File: src/rtl/mul_sequencer.sv
// rtl/mul_sequencer.sv - control/writeback sequencer around the 2-stage pipelined MUL/IMUL multiplier
module mul_sequencer #(
  parameter int TAG_W = 4
) (
  input  logic             clk,
  input  logic             rst,
  input  logic             flush,
  input  logic             in_valid,
  output logic             in_ready,
  input  logic             in_signed,
  input  logic [1:0]       in_size,
  input  logic [31:0]      in_opa,
  input  logic [31:0]      in_opb,
  input  logic [TAG_W-1:0] in_tag,
  output logic [2:0]       mul_sel,
  output logic [31:0]      mul_opa,
  output logic [31:0]      mul_opb,
  input  logic [63:0]      mul_res,
  output logic             out_valid,
  input  logic             out_ready,
  output logic [31:0]      out_lo,
  output logic [31:0]      out_hi,
  output logic             out_wr_hi,
  output logic             out_cf_of,
  output logic [TAG_W-1:0] out_tag
);

  typedef enum logic [2:0] {
    IDLE  = 3'd0,
    ISSUE = 3'd1,
    WAIT  = 3'd2,
    CAPT  = 3'd3,
    DONE  = 3'd4
  } state_t;

  state_t state, state_nxt;
  logic   accept;
  logic   capture;

  logic             op_signed;
  logic [1:0]       op_size;
  logic [31:0]      op_a;
  logic [31:0]      op_b;
  logic [TAG_W-1:0] op_tag;

  logic [31:0] fmt_lo;
  logic [31:0] fmt_hi;
  logic        fmt_wr_hi;
  logic        fmt_cf_of;

  always_ff @(posedge clk or posedge rst) begin
    if (rst) state <= IDLE;
    else     state <= state_nxt;
  end

  // Flush wins over every other transition, including a DONE handshake.
  always_comb begin
    state_nxt = state;
    accept    = 1'b0;
    capture   = 1'b0;
    case (state)
      IDLE: begin
        if (in_valid && !flush) begin
          accept    = 1'b1;
          state_nxt = ISSUE;
        end
      end
      ISSUE:   state_nxt = flush ? IDLE : WAIT;
      WAIT:    state_nxt = flush ? IDLE : CAPT;
      CAPT: begin
        if (flush) begin
          state_nxt = IDLE;
        end else begin
          capture   = 1'b1;
          state_nxt = DONE;
        end
      end
      DONE:    if (flush || out_ready) state_nxt = IDLE;
      default: state_nxt = IDLE;
    endcase
  end

  assign in_ready  = (state == IDLE);
  assign out_valid = (state == DONE);

  assign mul_sel = {op_signed, op_size};
  assign mul_opa = op_a;
  assign mul_opb = op_b;

  // Size 11 falls into the byte default, mirroring the multiplier.
  always_comb begin
    fmt_lo    = {16'b0, mul_res[15:0]};
    fmt_hi    = 32'b0;
    fmt_wr_hi = 1'b0;
    fmt_cf_of = op_signed ? (mul_res[15:8] != {8{mul_res[7]}})
                          : (mul_res[15:8] != 8'h00);
    case (op_size)
      2'b01: begin
        fmt_hi    = {16'b0, mul_res[31:16]};
        fmt_wr_hi = 1'b1;
        fmt_cf_of = op_signed ? (mul_res[31:16] != {16{mul_res[15]}})
                              : (mul_res[31:16] != 16'h0000);
      end
      2'b10: begin
        fmt_lo    = mul_res[31:0];
        fmt_hi    = mul_res[63:32];
        fmt_wr_hi = 1'b1;
        fmt_cf_of = op_signed ? (mul_res[63:32] != {32{mul_res[31]}})
                              : (mul_res[63:32] != 32'h0000_0000);
      end
      default: ;
    endcase
  end

  always_ff @(posedge clk or posedge rst) begin
    if (rst) begin
      op_signed <= 1'b0;
      op_size   <= 2'b00;
      op_a      <= 32'b0;
      op_b      <= 32'b0;
      op_tag    <= '0;
      out_lo    <= 32'b0;
      out_hi    <= 32'b0;
      out_wr_hi <= 1'b0;
      out_cf_of <= 1'b0;
      out_tag   <= '0;
    end else begin
      if (accept) begin
        op_signed <= in_signed;
        op_size   <= in_size;
        op_a      <= in_opa;
        op_b      <= in_opb;
        op_tag    <= in_tag;
      end
      if (capture) begin
        out_lo    <= fmt_lo;
        out_hi    <= fmt_hi;
        out_wr_hi <= fmt_wr_hi;
        out_cf_of <= fmt_cf_of;
        out_tag   <= op_tag;
      end
    end
  end

endmodule
File: config.mk
export PLATFORM = sky130hd
export DESIGN_NAME = mul_sequencer
export DESIGN_NICKNAME = d
export VERILOG_FILES = /design/src/rtl/mul_sequencer.sv
export SDC_FILE = /design/constraint.sdc
export NUM_CORES = 1
export LEC_CHECK = 0
export BUFFER_PORTS_ARGS = -buffer_cell sky130_fd_sc_hd__buf_2
export CAP_MARGIN = 20
export CORE_ASPECT_RATIO = 1.5
export CORE_MARGIN = 5
export CORE_UTILIZATION = 50
export CTS_CLUSTER_DIAMETER = 50
export DETAILED_ROUTE_END_ITERATION = 8
export GPL_TIMING_DRIVEN = 0
export PLACE_DENSITY = 0.85
export SYNTH_ARGS = -nofsm -noshare
export SYNTH_HDL_FRONTEND = slang
export SYNTH_SLANG_ARGS = --single-unit
File: constraint.sdc
create_clock -name clk -period 6.3 [get_ports clk]
set_input_delay 0.315 -clock clk [delete_from_list [all_inputs] [get_ports clk]]
set_output_delay 0.315 -clock clk [all_outputs]
set_load 0.02 [all_outputs]
==> run summary <==
H-Tree Depth = 4
Final Hold Vio Count = 9
Power Density = 418.9 nW/um^2
Final GP Congestion = 0.9594
Crit path arrival time = 2.34 ns
vias = 5125
DRC = 0
WHS = -0.01731 ns
Worst EP required = 6.63 ns
worst hold path class = in -> async
Wirelength per Cell = 19.21 um
Die Y = 142.9 um
Max-cap violations = 0
fraction of layout cells with a size suffix above 1 = 0.4114
Clock Sinks = 144
failing checks = negative hold slack
Slowest-stage cell, CP = dfrtp_1
total length of routed wires = 18050 um
crit-path max FO = 10
CTS Buf Count = 17
top-count cell post-synth = dfrtp_1
Setup TNS = 0 ns
Async SR Flop Fraction = 1.000
Least-Margin Pin Slew = 0.6635 ns
Cell Chain, Critical Path = nor2_1 -> nand3_1 -> buf_2 -> buf_2 -> nor2_1 -> nand4_1 -> nand3_1
Post-synth EDFFs = 0
max incr delay on CP = 0.40 ns
pin count of the biggest net entering global routing = 77
Netlist cell types = 28
Layout Cells excl Fill = 940
RSZ-0062 raised after global routing = false
Core ar. = 11530 um^2
Mean Syn Cell Area = 12.29 um^2
sequential area share after synthesis = 0.6121
largest area contributor in the synthesized netlist = dfrtp_1
Slew Limit Fails = 0
Post-Syn Area = 5887 um^2
CTS tree = built
Rel. slew slack = 0.5536
root buffer cell = clkbuf_16
Startpoint Class = flop
Pwr Total = 3.399 mW
1st-iter DRT viols = 205
Worst setup EP type = flop
crit path kind = reg -> reg
status = finished with violations
vias per inst = 5.452
flop-to-flop setup slack = 4.29 ns
CTS max path bufs = 2
design area = 8115 um^2
Post-layout nets = 919
Gate Count Post-Synth = 479
Layout area overhead = 37.85%
Post-Syn Nets = 621
Std-Cell Rows = 48
ys flop type = dfrtp_1
Max Clk Rate = 0.4980 GHz
vias in the first global route = 5480
initial antenna violation count = 0
Yosys reg bits = 144
initial core utilization = 0.5105
cell family with the largest share of critical-path delay = simple AND/OR/NAND/NOR gates
Setup Buffers After CTS = 0
Reg clk slew, reported paths = 0.06 ns
CTS Hold Bufs = 0
area of the die = 14090 um^2
Initial DRT Pass Iterations = 4
Post-synth top cells = 144 x dfrtp_1, 91 x mux2_1, 85 x nand2_1
gr usage total = 0.2597
Placement Cell Area = 7498 um^2
post_cts resized = 0
synth warn = 0
final setup vio count = 0
Clock Skews = 0.009060 ns
IO Pins = 279
Post-Place Cells = 908
worst skew pair latency = 0.41 ns
WP buf/inv = 2
final worst path period need = 2.008 ns
static leakage = 4.059 nW
GRT overflow = 0
# port buffers = 278
antenna viol nets, final = 0
Synth top area share = 0.6121
die width = 98.60 um
HPWL after detailed placement = 14240 um
Area contributors post-synth = dfrtp_1 61%, mux2_1 17%, nand2_1 5.4%
Tcrit/Tclk final = 0.3188
first-pass GRT wire length = 28590 um
antenna cells = 0
Worst VDD drop = 282.2 uV
-- where the power goes --
group | switching [mW] | internal [mW] | leakage, nW
Sequential | 0.134 | 1.18 | 1.82
Clock | 0.405 | 0.642 | 0.297
Combinational | 0.675 | 0.367 | 1.95
-- metal layers --
metal	GRT usage	share of wire	up-vias
met4	0.1252	0.039	0
li1	-	-	2314
met3	0.07674	0.085	51
met1	0.2965	0.35	2489
met5	0	0	-
met2	0.4460	0.52	271
-- worst paths after layout --
| path | depth (start not counted) | start | endpoint |
|---|---|---|---|
| setup / recovery | 7 | state[2]$_DFFE_PP0P_ | out_cf_of$_DFFE_PP0P_ |
| max in group asynchronous | 3 | rst | out_lo[19]$_DFFE_PP0P_ |
| hold reg to reg | 2 | out_hi[5]$_DFFE_PP0P_ | out_hi[5]$_DFFE_PP0P_ |
| setup reg to reg | 7 | state[2]$_DFFE_PP0P_ | out_cf_of$_DFFE_PP0P_ |
| min in group clk | 2 | out_ready | state[2]$_DFFE_PP0P_ |
| hold / removal | 2 | rst | mul_opa[9]$_DFFE_PP0P_ |
-- layout make-up --
| class | count | area (um^2) |
|---|---|---|
| Buffer | 30 | 130.1 |
| Clock buffer | 19 | 442.9 |
| Clock inverter | 13 | 173.9 |
| Fill cell | 835 | 3416 |
| Inverter | 5 | 23.77 |
| Multi-Input combinational cell | 300 | 2135 |
| Sequential cell | 144 | 3603 |
| Tap cell | 150 | 187.7 |
| Timing Repair Buffer | 279 | 1419 |
-- logic make-up after synthesis --
kind of cell / Yosys count / share of synthesized area
AOI/OAI and AO/OA: 71 / 0.07673
xor gates and xnor gates: 1 / 0.001488
adders and majority gates: 2 / 0.004250
buffers and inverters: 35 / 0.02529
DFF: 144 / 0.6121
muxes: 91 / 0.1741
and+or+nand+nor: 135 / 0.1061
-- layout by cell type (no fill, tap or decap), drive strengths merged, types with 2 or more instances in the layout --
cell	synthesis	routed
inv	5	10
dfrtp	144	144
clkinv	0	3
clkbuf	17	36
nor4	13	13
mux2	91	91
nand2	85	85
nor3	6	6
a22oi	16	16
nand3	5	5
or4	2	2
clkinvlp	0	2
or3	2	2
o31ai	17	17
bufinv	0	3
nand4	16	16
o21ai	33	33
buf	13	292
nor2	5	5
ha	2	2
-- registers in the layout, summed over array words and instances (netlist names) --
signal	cells
mul_opa	32
mul_opb	32
op_signed	1
op_size	2
op_tag	4
out_cf_of	1
out_hi	32
out_lo	32
out_tag	4
out_wr_hi	1
state	3
-- stage by stage --
step           setup WS, ns  utilization
2_1_floorplan         2.119            -
3_3_place_gp         0.8692       0.6475
3_5_place_dp          4.260       0.6503
4_1_cts               4.284       0.7038
5_1_grt               4.129       0.7038
6_report              4.292       0.7038
Power figures use the tool's default switching activity.
